`config.mk`:
```
export PLATFORM = sky130hd
export DESIGN_NAME = rf_wb_arbiter
export DESIGN_NICKNAME = d
export VERILOG_FILES = /design/src/rtl/rf_pkg.sv /design/src/rtl/rr_arbiter.sv /design/src/rtl/rf_wb_arbiter.sv
export SDC_FILE = /design/constraint.sdc
export NUM_CORES = 1
export LEC_CHECK = 0
export CAP_MARGIN = 40
export CORE_MARGIN = 4
export CORE_UTILIZATION = 35
export CTS_CLUSTER_SIZE = 24
export DETAILED_ROUTE_END_ITERATION = 12
export HOLD_SLACK_MARGIN = 0.08
export PLACE_DENSITY = 0.71
export SLEW_MARGIN = 10
export SYNTH_ARGS = -nofsm -noshare
export SYNTH_HDL_FRONTEND = slang
export SYNTH_SLANG_ARGS = --single-unit
```
`constraint.sdc`:
```
create_clock -name clock -period 2 [get_ports clock]
set_input_delay 0.3 -clock clock [delete_from_list [all_inputs] [get_ports clock]]
set_output_delay 0.3 -clock clock [all_outputs]
set_load 0.005 [all_outputs]
```
`src/rtl/rf_pkg.sv`:
```
// Register-file geometry and the writeback request record shared by the
// writeback arbiter and its users.
package rf_pkg;

  localparam int DATA_W   = 32;
  localparam int ADDR_W   = 5;
  localparam int NUM_REGS = 32;

  typedef struct packed {
    logic [ADDR_W-1:0] rd;
    logic [DATA_W-1:0] data;
  } wb_req_t;

endpackage

```
`src/rtl/rr_arbiter.sv`:
```
// Round-robin arbiter: one-hot grant to the first requester at or after the
// pointer; the pointer moves just past the winner on every grant.
module rr_arbiter #(
  parameter int N = 2
) (
  input  logic         clock,
  input  logic         reset,
  input  logic [N-1:0] req,
  output logic [N-1:0] grant
);

  localparam int PW = (N > 1) ? $clog2(N) : 1;

  logic [PW-1:0] ptr_q, ptr_d;
  logic          found;

  // Outer loop walks priority order from the pointer; inner loop finds the
  // source sitting at that offset so every index stays a loop constant.
  always_comb begin
    grant = '0;
    ptr_d = ptr_q;
    found = 1'b0;
    for (int k = 0; k < N; k++) begin
      for (int i = 0; i < N; i++) begin
        if (!found && req[i] && (i == ((int'(ptr_q) + k) % N))) begin
          found    = 1'b1;
          grant[i] = 1'b1;
          ptr_d    = PW'((i + 1) % N);
        end
      end
    end
  end

  always_ff @(posedge clock or posedge reset) begin
    if (reset) ptr_q <= '0;
    else       ptr_q <= ptr_d;
  end

endmodule

```
`src/rtl/rf_wb_arbiter.sv`:
```
// Shares the register file write port among NUM_SRC writeback sources and
// keeps the per-register pending bitmap used by issue for hazard stalls.
module rf_wb_arbiter
  import rf_pkg::*;
#(
  parameter int NUM_SRC = 2
) (
  input  logic                      clock,
  input  logic                      reset,
  input  logic [NUM_SRC-1:0]        src_valid,
  output logic [NUM_SRC-1:0]        src_ready,
  input  logic [NUM_SRC*ADDR_W-1:0] src_rd,
  input  logic [NUM_SRC*DATA_W-1:0] src_data,
  output logic                      reg_write,
  output logic [ADDR_W-1:0]         write_reg,
  output logic [DATA_W-1:0]         write_data,
  input  logic                      alloc_valid,
  input  logic [ADDR_W-1:0]         alloc_rd,
  input  logic [ADDR_W-1:0]         rs1,
  input  logic [ADDR_W-1:0]         rs2,
  output logic                      rs1_busy,
  output logic                      rs2_busy,
  output logic [NUM_REGS-1:0]       busy_vec
);

  wb_req_t [NUM_SRC-1:0] req;
  wb_req_t               sel;
  logic [NUM_SRC-1:0]    grant;
  logic                  any_grant;

  logic                reg_write_q, reg_write_d;
  logic [ADDR_W-1:0]   write_reg_q, write_reg_d;
  logic [DATA_W-1:0]   write_data_q, write_data_d;
  logic [NUM_REGS-1:0] pending_q, pending_d;

  for (genvar g = 0; g < NUM_SRC; g++) begin : g_unpack
    assign req[g].rd   = src_rd[g*ADDR_W +: ADDR_W];
    assign req[g].data = src_data[g*DATA_W +: DATA_W];
  end

  rr_arbiter #(.N(NUM_SRC)) u_rr (
    .clock (clock),
    .reset (reset),
    .req   (src_valid),
    .grant (grant)
  );

  // The register file never stalls, so a grant is an acceptance.
  assign src_ready = reset ? '0 : grant;
  assign any_grant = |grant;

  always_comb begin
    sel = '0;
    for (int i = 0; i < NUM_SRC; i++)
      if (grant[i]) sel = sel | req[i];
  end

  // x0 writebacks are consumed and still move write_reg/write_data, but never
  // raise the write enable.
  always_comb begin
    reg_write_d  = any_grant && (sel.rd != '0);
    write_reg_d  = any_grant ? sel.rd   : write_reg_q;
    write_data_d = any_grant ? sel.data : write_data_q;
  end

  // Clear lands with the register file capturing the data; a same-register
  // allocation on that edge is a new producer, so the set is applied last.
  always_comb begin
    pending_d = pending_q;
    if (reg_write_q) pending_d[write_reg_q] = 1'b0;
    if (alloc_valid && (alloc_rd != '0)) pending_d[alloc_rd] = 1'b1;
    pending_d[0] = 1'b0;
  end

  always_ff @(posedge clock or posedge reset) begin
    if (reset) begin
      reg_write_q  <= 1'b0;
      write_reg_q  <= '0;
      write_data_q <= '0;
      pending_q    <= '0;
    end else begin
      reg_write_q  <= reg_write_d;
      write_reg_q  <= write_reg_d;
      write_data_q <= write_data_d;
      pending_q    <= pending_d;
    end
  end

  assign reg_write  = reg_write_q;
  assign write_reg  = write_reg_q;
  assign write_data = write_data_q;
  assign busy_vec   = pending_q;
  assign rs1_busy   = pending_q[rs1];
  assign rs2_busy   = pending_q[rs2];

endmodule
```
**Yosys cells after proc, flatten, opt, wreduce, memory -nomap -nowiden**

Cells that the tools add are included.

- Add/subtract/negate cells: 1
- Magnitude comparators: 6
- Equality and inequality tests: 1
- Mux-type cells: 23
- Bitwise logic cells: 5
- Reductions and logical operators: 20

Operator list:

| kind | number |
|---|---|
| 37-bit two-way mux | 2 |
| 32-bit zero test | 2 |
| 32-bit two-way mux | 2 |
| 37-bit bitwise OR | 1 |
| 32-bit bitwise AND | 1 |
| 32-bit inverter | 1 |
| 32-bit bitwise OR | 1 |
| 5-bit by 6-bit < comparator with 1-bit output, second input constant | 4 |
| 1-bit two-way mux | 14 |
| 1-bit logical AND | 11 |
| 1-bit binary-select mux with 5-bit select | 2 |
| 1-bit demux with 5-bit select | 2 |
| 5-bit by 1-bit >= comparator with 1-bit output, second input constant | 2 |
| 5-bit nonzero test | 2 |
| 4-bit nonzero test | 1 |
| 1-bit zero test | 3 |
| 2-bit == test, first input constant | 1 |
| 2-bit two-way mux | 1 |
| 2-bit OR reduction | 1 |
| 1-bit adder, second input constant | 1 |
| 1-bit bitwise AND, first input constant | 1 |

- Bits in registers: 70
- Output and inout port bits: 74

**Logic depth before layout (Yosys ltp)**

- Depth in word-level cells: 18
- Mapped depth: 5
- Mapped depth without buffers: 4

**Hierarchy**

From an unflattened synthesis, not the netlist that was laid out.

- Cell total of the unflattened synthesis: 374
- Area total of the unflattened synthesis: 3,520.9 um2

Modules (own cells, without submodules):

| module | times used | cells each | area each (um2) | sequential area each (um2) |
|---|---|---|---|---|
| rf_wb_arbiter | 1 | 367 | 3,464.6 | 1,726.7 |
| rr_arbiter | 1 | 7 | 56.3 | 25.0 |

**Least setup slack after synthesis**

OpenSTA, ideal clock, no wires.

- Path type: input port to output port
- Start: input rs1[0]
- End: output rs1_busy
- Arrival time: 1.306 ns
- Data required time: 1.700 ns
- Setup slack: 0.394 ns
- Cell stages on the path: 5
- Path buffers: 1
- Path through: buf_2 > mux4_2 > nand2b_1 > o211ai_1 > nand4_1

- Word-level cells in the longest chain between the ends: 2

RTL lines:

| element | line | source |
|---|---|---|
| start, declared | rf_wb_arbiter.sv:19 | `input logic [ADDR_W-1:0] rs1,` |
| 1-bit binary-select mux with 5-bit select | rf_wb_arbiter.sv:93 | `assign rs1_busy = pending_q[rs1];` |
| 1-bit two-way mux (not written as such) | rf_wb_arbiter.sv:93 |  |
| end, declared | rf_wb_arbiter.sv:21 | `output logic rs1_busy,` |

No other way between the ends. The select of a mux whose other input is x is not followed.

**Final worst setup path**

- Start: register pending_q[6], in the netlist busy_vec[6]
- End: output rs2_busy

- Word-level cells in the longest chain between the ends: 2

RTL lines:

| element | line | source |
|---|---|---|
| start, declared | rf_wb_arbiter.sv:34 | `logic [NUM_REGS-1:0] pending_q, pending_d;` |
| start signal, assigned | rf_wb_arbiter.sv:85 | `pending_q <= pending_d;` |
| 1-bit binary-select mux with 5-bit select | rf_wb_arbiter.sv:94 | `assign rs2_busy = pending_q[rs2];` |
| 1-bit two-way mux (not written as such) | rf_wb_arbiter.sv:94 |  |
| end, declared | rf_wb_arbiter.sv:22 | `output logic rs2_busy,` |

No other way between the ends. The select of a mux whose other input is x is not followed.

==> results.ini <==
[die]
die_w_um = 114
io-pin-count = 168
initial_core_util_pct = 35.8
dieArea_mm2 = 0.0129
core.rowCount = 38
core-area_mm2 = 0.0109
dieHeight_um = 114

[timing]
skew_ps = 7.76
hold_violations = 0
setup_viol = 2
finalCritPeriodShare_pct = 106
final.setup.worst_slack_ps = -120
drv_slew = 0
fmax_mhz = 472
fin_crit_ps = 2120
rsz0062_at_grt = yes
whs_ps = 375

[route]
num_vias = 3941
highest_layer = met4
avgViaCountPerCell = 5.48
post_drt_wl_per_cell_um = 19.0
wl_um = 13600
drc = 0
first_pass_iters = 5
wl_met2_um = 6160
final_antenna_net_count = 0
route.met3.wl_um = 1740
wl_met1_um = 5530
drt_iter0_markers = 264

[setup_path]
cp_slowest_stage_delay_ps = 470
cpMaxStageDelayCell = mux4_2
endpoint_kind = output pin
cp_top_family = multiplexers
crit_arrival_ps = 1820
critPathBufInv = 2
cp_max_fo = 2
critPathKind = register to output pin
required_ps = 1700
cp-start-kind = register
path_cells = buf_4 -> mux4_2 -> nand2b_4 -> o211ai_1 -> nand4_1 -> buf_2

[run_status]
status = finished with violations
violations = negative setup slack

[power]
p_sw_w = 0.00195
p_int_w = 0.00426
swShare_pct = 31.3
p_seq_share_pct = 37.0
combPwrFrac_pct = 43.4
ir_drop_uv = 468
p_per_area_mw_per_mm2 = 992
p_leak_nw = 2.60
p_clk_share_pct = 19.7

[logic_synthesis]
yosys_warnings = 0
netlist_area_mm2 = 0.00390
synth_seq_cells = 70
synth_cells = 377
ys_types = 29
synth_top_area_cell = dfrtp_1
yosysSeqAreaShare_pct = 44.9
synth_area_per_cell_um2 = 10.3
netlist.area_leader.share_pct = 44.9
yosys-top-cells-area = dfrtp_1 45%, mux2i_1 14%, o221a_2 11%
synth_nets = 471

[placement]
dp_hpwl_um = 10200
gp_congestion = 0.919
dp_slack_ps = -553
numPortBuffers = 166

[layout]
drive_gt1_share_pct = 20.4
largest_reg_flops = 32
layout_common_cells = 159 x clkdlybuf4s50_1, 70 x dfrtp_1, 62 x o21ai_0
final_nets = 668
syn2layout_area_growth_pct = 60.3
final_common_cell = clkdlybuf4s50_1
n_antenna_cell = 0

[grt]
grt_first_pass_wirelength_um = 21300
grt_antenna_before_repair = 0
grt_pass1_vias = 4215
grt_usage_pct = 21.0
grt-ovfl-total = 0
grt_max_degree = 39

[flow_run]
drv_cap = 0

[clock_network]
root_buffer = clkbuf_8
clockBufferDepth = 2
cts_buffers = 9
clk_pin_slew_ps = 70
cts_hold_buf = 0
cts_tree = done
h-tree-depth = 3
clkLatencyLatePin_ps = 350
cts_num_sinks = 70

[hold_path]
hp-class = input port to asynchronous set/reset pin

==> repair_timing <==
action,in CTS,in global routing
pin swaps,3,2
setup endpoints to repair,3,2
setup buffers,16,1
gates resized for setup,20,4
==> worst reg2reg max path: stages (launching register included) <==
cell	delay, ps
dfrtp_1	430
or3b_2	600
o21ai_0	210
o21ai_0	110
==> logic make-up after synthesis <==
logic type	Yosys count	synth area share, %
buf+inv	30	3.40
other cells	1	0.0961
mux	61	17.6
flops	70	44.9
compound gates	118	21.9
simple gates	97	12.2
==> worst paths after layout <==
path / slack, ps / to / cells after the start / start
setup / recovery: -120 / rs2_busy / 6 / busy_vec[6]
setup reg to reg: 520 / busy_vec[16] / 3 / write_reg[1]
min in group clock: 440 / reg_write / 4 / src_valid[1]
hold reg to reg: 520 / u_rr.ptr_q / 1 / u_rr.ptr_q
max in group asynchronous: 1150 / write_data[17] / 3 / reset
hold / removal: 370 / write_data[11] / 2 / reset
==> metrics by stage <==
step	util, %	power (W)	area [µm²]	TNS, ps	std cells
6_report	57.4	0.00621	6250	-212	719
5_1_grt	57.4	0.00656	6250	-395	719
4_1_cts	57.2	0.00618	6230	-221	718
3_5_place_dp	53.8	0.00465	5860	-1100	686
3_3_place_gp	53.8	0.00457	5860	-1080	686
2_1_floorplan	-	0.00308	3910	0	377
==> cell usage after synthesis <==
library cell,instances
dfrtp_1,70
o21ai_0,63
mux2i_1,55
nand2_1,45
o221a_2,37
clkbuf_1,13
nand3_1,12
nor2_1,12
nand3b_1,10
buf_2,7
a21oi_1,6
mux4_2,6
a22oi_1,4
inv_1,4
nand2b_1,4
nor2b_1,4
buf_1,3
buf_4,3
or3b_2,3
a211oi_1,2
nand4_1,2
o2111ai_1,2
o211ai_1,2
or3_1,2
or4_1,2
conb_1,1
o21a_1,1
o22ai_1,1
or3b_1,1
==> final cells by class <==
class	count	area, µm²
timing repair buffer	212	2030
clock inverter	3	40.0
tap	140	175
sequential	70	1750
inverter	4	18.8
multi-input combinational	277	2060
clock buffer	13	179
fill	928	4630
==> routing by layer <==
| layer | track usage, % | vias up |
|---|---|---|
| li1 | - | 1825 |
| met1 | 27.0 | 1889 |
| met2 | 32.1 | 209 |
| met3 | 9.12 | 18 |
| met4 | 6.57 | 0 |
| met5 | 0 | - |
==> power by group through the flow <==
stage	registers [W]	logic (W)	clock network, W
detailed placement	0.00235	0.00230	0
global placement	0.00233	0.00224	0
global route	0.00235	0.00290	0.00131
finish	0.00229	0.00269	0.00122
CTS	0.00227	0.00265	0.00126
floorplan	0.00220	0.000882	0
No activity file was read; power rests on OpenSTA's default activity.
